===== src/rtl/snoop_bus_controller.sv =====
// Snooping-bus controller: latches per-core misses, arbitrates round-robin,
// snoops the other caches and fills the requester from memory or an M owner.
module snoop_bus_controller #(
    parameter int NUM_CORES     = 2,
    parameter int ADDRESS_WIDTH = 6,
    parameter int DATA_WIDTH    = 32
) (
    input  logic                            clk,
    input  logic                            reset,
    input  logic [NUM_CORES-1:0]            core_bus_req_valid,
    input  logic [2*NUM_CORES-1:0]          core_bus_req_type,
    input  logic [ADDRESS_WIDTH*NUM_CORES-1:0] core_bus_req_addr,
    output logic [NUM_CORES-1:0]            bus_snoop_valid,
    output logic [1:0]                      bus_snoop_type,
    output logic [ADDRESS_WIDTH-1:0]        bus_snoop_addr,
    input  logic [NUM_CORES-1:0]            snoop_resp_valid,
    input  logic [NUM_CORES-1:0]            snoop_resp_hit,
    input  logic [2*NUM_CORES-1:0]          snoop_resp_state,
    input  logic [DATA_WIDTH*NUM_CORES-1:0] snoop_resp_data,
    output logic [DATA_WIDTH-1:0]           bus_data_in,
    output logic [NUM_CORES-1:0]            bus_data_in_valid,
    output logic                            mem_req_valid,
    output logic                            mem_req_write,
    output logic [ADDRESS_WIDTH-1:0]        mem_req_addr,
    output logic [DATA_WIDTH-1:0]           mem_req_wdata,
    input  logic                            mem_req_ready,
    input  logic                            mem_resp_valid,
    input  logic [DATA_WIDTH-1:0]           mem_resp_data,
    output logic                            busy,
    output logic [$clog2(NUM_CORES)-1:0]    grant_id
);

    localparam int IDW = $clog2(NUM_CORES);

    typedef enum logic [2:0] {
        S_IDLE,
        S_SNOOP,
        S_COLLECT,
        S_WB,
        S_MEM_RD,
        S_MEM_WAIT,
        S_FILL
    } state_e;

    state_e                                 state_q, state_d;
    logic [NUM_CORES-1:0]                   pend_q, pend_d;
    logic [NUM_CORES-1:0][1:0]              ptype_q, ptype_d;
    logic [NUM_CORES-1:0][ADDRESS_WIDTH-1:0] paddr_q, paddr_d;
    logic [IDW-1:0]                         ptr_q, ptr_d;
    logic [IDW-1:0]                         grant_q, grant_d;
    logic [1:0]                             rtype_q, rtype_d;
    logic [ADDRESS_WIDTH-1:0]               raddr_q, raddr_d;
    logic [DATA_WIDTH-1:0]                  data_q, data_d;

    logic                                   arb_any;
    logic [IDW-1:0]                         arb_idx;
    logic                                   own_found;
    logic [DATA_WIDTH-1:0]                  own_data;

    // Pending latches: the clear for the filled core happens before the set,
    // so a fresh pulse in the FILL cycle re-arms the latch.
    always_comb begin
        pend_d  = pend_q;
        ptype_d = ptype_q;
        paddr_d = paddr_q;
        for (int i = 0; i < NUM_CORES; i++) begin
            if (state_q == S_FILL && grant_q == IDW'(i)) begin
                pend_d[i] = 1'b0;
            end
            if (core_bus_req_valid[i] && !pend_d[i]) begin
                pend_d[i]  = 1'b1;
                ptype_d[i] = core_bus_req_type[2*i +: 2];
                paddr_d[i] = core_bus_req_addr[ADDRESS_WIDTH*i +: ADDRESS_WIDTH];
            end
        end
    end

    // Round-robin pick: first pending core at or after the pointer.
    always_comb begin
        int j;
        j       = 0;
        arb_any = 1'b0;
        arb_idx = '0;
        for (int k = 0; k < NUM_CORES; k++) begin
            j = int'(ptr_q) + k;
            if (j >= NUM_CORES) begin
                j = j - NUM_CORES;
            end
            if (!arb_any && pend_q[j[IDW-1:0]]) begin
                arb_any = 1'b1;
                arb_idx = j[IDW-1:0];
            end
        end
    end

    // Lowest-index Modified owner among the snoop responses.
    always_comb begin
        own_found = 1'b0;
        own_data  = '0;
        for (int i = NUM_CORES - 1; i >= 0; i--) begin
            if (snoop_resp_valid[i] && snoop_resp_hit[i] &&
                snoop_resp_state[2*i +: 2] == 2'b11) begin
                own_found = 1'b1;
                own_data  = snoop_resp_data[DATA_WIDTH*i +: DATA_WIDTH];
            end
        end
    end

    // Transaction FSM: next state and all bus/memory outputs.
    always_comb begin
        state_d           = state_q;
        ptr_d             = ptr_q;
        grant_d           = grant_q;
        rtype_d           = rtype_q;
        raddr_d           = raddr_q;
        data_d            = data_q;
        bus_snoop_valid   = '0;
        bus_snoop_type    = '0;
        bus_snoop_addr    = '0;
        bus_data_in       = '0;
        bus_data_in_valid = '0;
        mem_req_valid     = 1'b0;
        mem_req_write     = 1'b0;
        mem_req_addr      = '0;
        mem_req_wdata     = '0;
        unique case (state_q)
            S_IDLE: begin
                if (arb_any) begin
                    grant_d = arb_idx;
                    rtype_d = ptype_q[arb_idx];
                    raddr_d = paddr_q[arb_idx];
                    ptr_d   = (arb_idx == IDW'(NUM_CORES - 1)) ?
                              '0 : arb_idx + 1'b1;
                    state_d = S_SNOOP;
                end
            end
            S_SNOOP: begin
                for (int i = 0; i < NUM_CORES; i++) begin
                    bus_snoop_valid[i] = (grant_q != IDW'(i));
                end
                bus_snoop_type = rtype_q;
                bus_snoop_addr = raddr_q;
                state_d        = S_COLLECT;
            end
            S_COLLECT: begin
                if (own_found) begin
                    data_d  = own_data;
                    state_d = S_WB;
                end else begin
                    state_d = S_MEM_RD;
                end
            end
            S_WB: begin
                mem_req_valid = 1'b1;
                mem_req_write = 1'b1;
                mem_req_addr  = raddr_q;
                mem_req_wdata = data_q;
                if (mem_req_ready) begin
                    state_d = S_FILL;
                end
            end
            S_MEM_RD: begin
                mem_req_valid = 1'b1;
                mem_req_addr  = raddr_q;
                if (mem_req_ready) begin
                    state_d = S_MEM_WAIT;
                end
            end
            S_MEM_WAIT: begin
                if (mem_resp_valid) begin
                    data_d  = mem_resp_data;
                    state_d = S_FILL;
                end
            end
            S_FILL: begin
                bus_data_in_valid[grant_q] = 1'b1;
                bus_data_in                = data_q;
                state_d                    = S_IDLE;
            end
            default: state_d = S_IDLE;
        endcase
    end

    assign busy     = (state_q != S_IDLE);
    assign grant_id = grant_q;

    // State registers; reset aborts any transaction in flight.
    always_ff @(posedge clk or negedge reset) begin
        if (!reset) begin
            state_q <= S_IDLE;
            pend_q  <= '0;
            ptype_q <= '0;
            paddr_q <= '0;
            ptr_q   <= '0;
            grant_q <= '0;
            rtype_q <= '0;
            raddr_q <= '0;
            data_q  <= '0;
        end else begin
            state_q <= state_d;
            pend_q  <= pend_d;
            ptype_q <= ptype_d;
            paddr_q <= paddr_d;
            ptr_q   <= ptr_d;
            grant_q <= grant_d;
            rtype_q <= rtype_d;
            raddr_q <= raddr_d;
            data_q  <= data_d;
        end
    end

endmodule


===== config.mk =====
export PLATFORM = sky130hd
export DESIGN_NAME = snoop_bus_controller
export DESIGN_NICKNAME = d
export VERILOG_FILES = /design/src/rtl/snoop_bus_controller.sv
export SDC_FILE = /design/constraint.sdc
export NUM_CORES = 1
export LEC_CHECK = 0
export BUFFER_PORTS_ARGS = -buffer_cell sky130_fd_sc_hd__buf_4
export CORE_UTILIZATION = 40
export DETAILED_ROUTE_END_ITERATION = 6
export HOLD_SLACK_MARGIN = 0.12
export PLACE_DENSITY = 0.69
export RECOVER_POWER = 50
export SYNTH_ARGS = -nofsm -noshare
export SYNTH_HDL_FRONTEND = slang
export SYNTH_SLANG_ARGS = --single-unit

===== constraint.sdc =====
create_clock -name clk -period 2.24 [get_ports clk]
set_input_delay 0.224 -clock clk [delete_from_list [all_inputs] [get_ports clk]]
set_output_delay 0.224 -clock clk [all_outputs]
set_load 0.02 [all_outputs]

==> results_dict.tcl <==
set metrics [dict create \
    io_buffers 211 \
    synth_edf_count 0 \
    clockPowerShare_pct 17.4 \
    vias 3860 \
    p_total_mw 6.05 \
    cts_sinks 63 \
    clk_pin_slew_ns 0.06 \
    finalSetupViolCount 0 \
    power.internal_mw 3.77 \
    final_cell_mix "buf_4, and2_1, dfrtp_1" \
    crit_arrival_ns 1.84 \
    synth_cell_types 35 \
    cp.buffers_inverters 2 \
    relSlewSlack_pct -3.40 \
    fin_skew_ns 0.00761 \
    drc 0 \
    cp_cell_sequence "nand2b_1 -> nor2_2 -> buf_4 -> and2_1 -> buf_4" \
    failed_checks "capacitance limit, slew limit" \
    io_pins 212 \
    hold_violations 0 \
    p_sw_share_pct 37.6 \
    p_leak_nw 3.02 \
    setup_tns_ns 0 \
    antenna_found_initial 0 \
    worstSetupPathType "flip-flop to output port" \
    cts_buffer_depth 2 \
    post-route-min-period_ns 2.07 \
    drv_cap 1 \
    post_drt_wl_per_cell_um 15.8 \
    cts-root-buf "clkbuf_8" \
    syn2layout_area_growth_pct 50.7 \
    die_area_um2 10300 \
    powerDensity_nw_per_um2 1020 \
    endpoint_kind "output port" \
    syn_inst 419 \
    min_period_over_period_pct 92.2 \
    path_delay_family "simple AND/OR/NAND/NOR gates" \
    insertion_delay_ns 0.34 \
    drive_gt1_share_pct 40.6 \
    worst_setup_path_start_kind "flip-flop" \
    grt_pass1_vias 3731 \
    tritoncts "done" \
    seq_power_share_pct 35.6 \
    ys_async_sr_fraction_pct 100 \
    dp_hpwl_um 8830 \
    routabilityCongestion 0.862 \
    synth_area_um2 3940 \
    worstPathRequired_ns 2.02 \
    final_common_cell "buf_4" \
    dr.pass1.iters 5 \
    synth.ff_latch_count 63 \
    fin_cells 772 \
    yosysSeqAreaShare_pct 40.0 \
    pwr-share-comb_pct 47.0 \
    initial_core_util_pct 42.1 \
    syn_nets 545 \
    p_switching_mw 2.28 \
    cts_made_buffers 9 \
    htreeDepth 3 \
    tightest_slew_ns 1.55 \
    crit_path_top_delay_cell "dfrtp_1" \
    post_dp_cell_area_um2 5600 \
    fp.dieH_um 101 \
    num_rows 35 \
    rsz0062_at_grt "no" \
    overflow 0 \
    dpl.cell_count 737 \
    path_max_fanout 17 \
    drtAntennaViolNets 0 \
    grt_max_degree 64 \
    die_w_um 101 \
    vdd_drop_max_mv 0.432 \
    design.core.area_um2 9370 \
    fmax_ghz 0.484 \
    first_iter_violations 131 \
    ys.warnings.count 0 \
    finalNetCount 764 \
    grt_pass1_wl_um 18300 \
    grt.total_usage_pct 23.4 \
    synth_ff_type "dfrtp_1" \
    utilization_pct 63.4 \
    diodes 0 \
    avgSynthCellArea_um2 9.41 \
    outcome "finished with violations" \
    crit_path_max_incr_delay_ns 0.48 \
    hold_class "input port to flip-flop" \
    final_cell_area_um2 5940 \
    routed_via_density 5.00 \
    finalMaxSlewViolations 64 \
    wl_um 12200 \
    cpMostUsedCell "buf_4" \
]
==> worst paths after layout <==
| kind | from | to | slack (ns) | cells past startpoint |
|---|---|---|---|---|
| min in group asynchronous | reset | paddr_q[1]$_DFFE_PN0P_ | 0.80 | 2 |
| worst max register to register | state_q[1]$_DFFE_PN0P_ | rtype_q[0]$_DFFE_PN0P_ | 0.23 | 5 |
| worst max-delay path | state_q[2]$_DFFE_PN0P_ | mem_req_wdata[9] | 0.17 | 5 |
| worst min-delay path | mem_req_ready | state_q[2]$_DFFE_PN0P_ | 0.22 | 3 |
| max in group asynchronous | reset | data_q[18]$_DFFE_PN0P_ | 0.50 | 2 |
| worst min register to register | paddr_q[10]$_DFFE_PN0P_ | paddr_q[10]$_DFFE_PN0P_ | 0.49 | 1 |
==> cells in the mapped netlist, types with 4 or more instances <==
library cell	number	area share, %
nor2b_1	7	1.1
mux2_1	16	4.6
nand3_1	32	4.1
clkbuf_1	18	1.7
dfrtp_1	63	40
and2_1	73	12
buf_2	8	1.0
mux2_4	30	11
nand2_1	34	3.2
a21oi_1	9	1.1
mux2i_1	9	2.3
buf_6	4	1.1
a31oi_1	32	5.1
nor2_1	45	4.3
o21ai_0	4	0.51
inv_1	6	0.57
==> what timing repair did <==
| item | CTS | global route |
|---|---|---|
| hold buffers | 19 | 0 |
| setup buffers | 0 | 0 |
| gates resized for setup | 0 | 1 |
| endpoints found under the hold margin | 81 | 0 |
| endpoints found under the setup margin | 0 | 2 |
==> cell families (layout without fill, tap and decap cells) <==
kind of cell	after synthesis	after routing	synth area share [%]
compound gates	52	52	8.79
flops	63	63	40.0
simple gates	207	207	27.1
buf+inv	39	263	4.92
mux	58	58	19.1
==> flip-flops by register name, indices dropped and copies added, names as in the netlist <==
signal    count
pend_q        2
raddr_q       6
ptr_q         1
rtype_q       2
paddr_q      12
data_q       32
grant_id      1
state_q       3
ptype_q       4
==> metrics by stage <==
step           hold slack, ns  worst slack [ns]
6_report                0.216             0.174
5_1_grt                 0.228            0.0500
4_1_cts                 0.202             0.110
3_5_place_dp            0.368             0.317
3_3_place_gp            0.357             0.344
2_1_floorplan         -0.0716             0.523
==> metal layers <==
metal  global-route usage, %  vias up  wire (um)
met5                       0        -          0
met4                    7.92        0        187
met3                    5.94       17        931
met2                    40.5      161       5920
met1                    28.6     1812       5160
li1                        -     1870          -
==> power groups by stage <==
stage / Clock [mW] / Sequential (mW) / Combinational, mW
5_1_grt: 1.13 / 2.24 / 3.07
2_1_floorplan: 0 / 1.96 / 2.07
6_report: 1.06 / 2.15 / 2.85
4_1_cts: 1.08 / 2.15 / 2.96
3_5_place_dp: 0 / 2.15 / 2.94
3_3_place_gp: 0 / 2.15 / 2.86
==> worst register-to-register path: cells and delay by family (launching register included) <==
| kind | cells | cell delay [ns] |
|---|---|---|
| buf+inv | 1 | 0.57 |
| compound gates | 1 | 0.16 |
| flops | 1 | 0.48 |
| simple gates | 3 | 0.73 |
==> final cells by class <==
class / instances / area, um^2
clock buffers: 12 / 135
clock inverters: 4 / 70.1
fillers: 829 / 3430
inverters: 6 / 22.5
multi-input cells: 317 / 2140
flip-flops and latches: 63 / 1580
well taps: 129 / 161
repair buffers: 241 / 1830
Power figures use the tool's default switching activity.
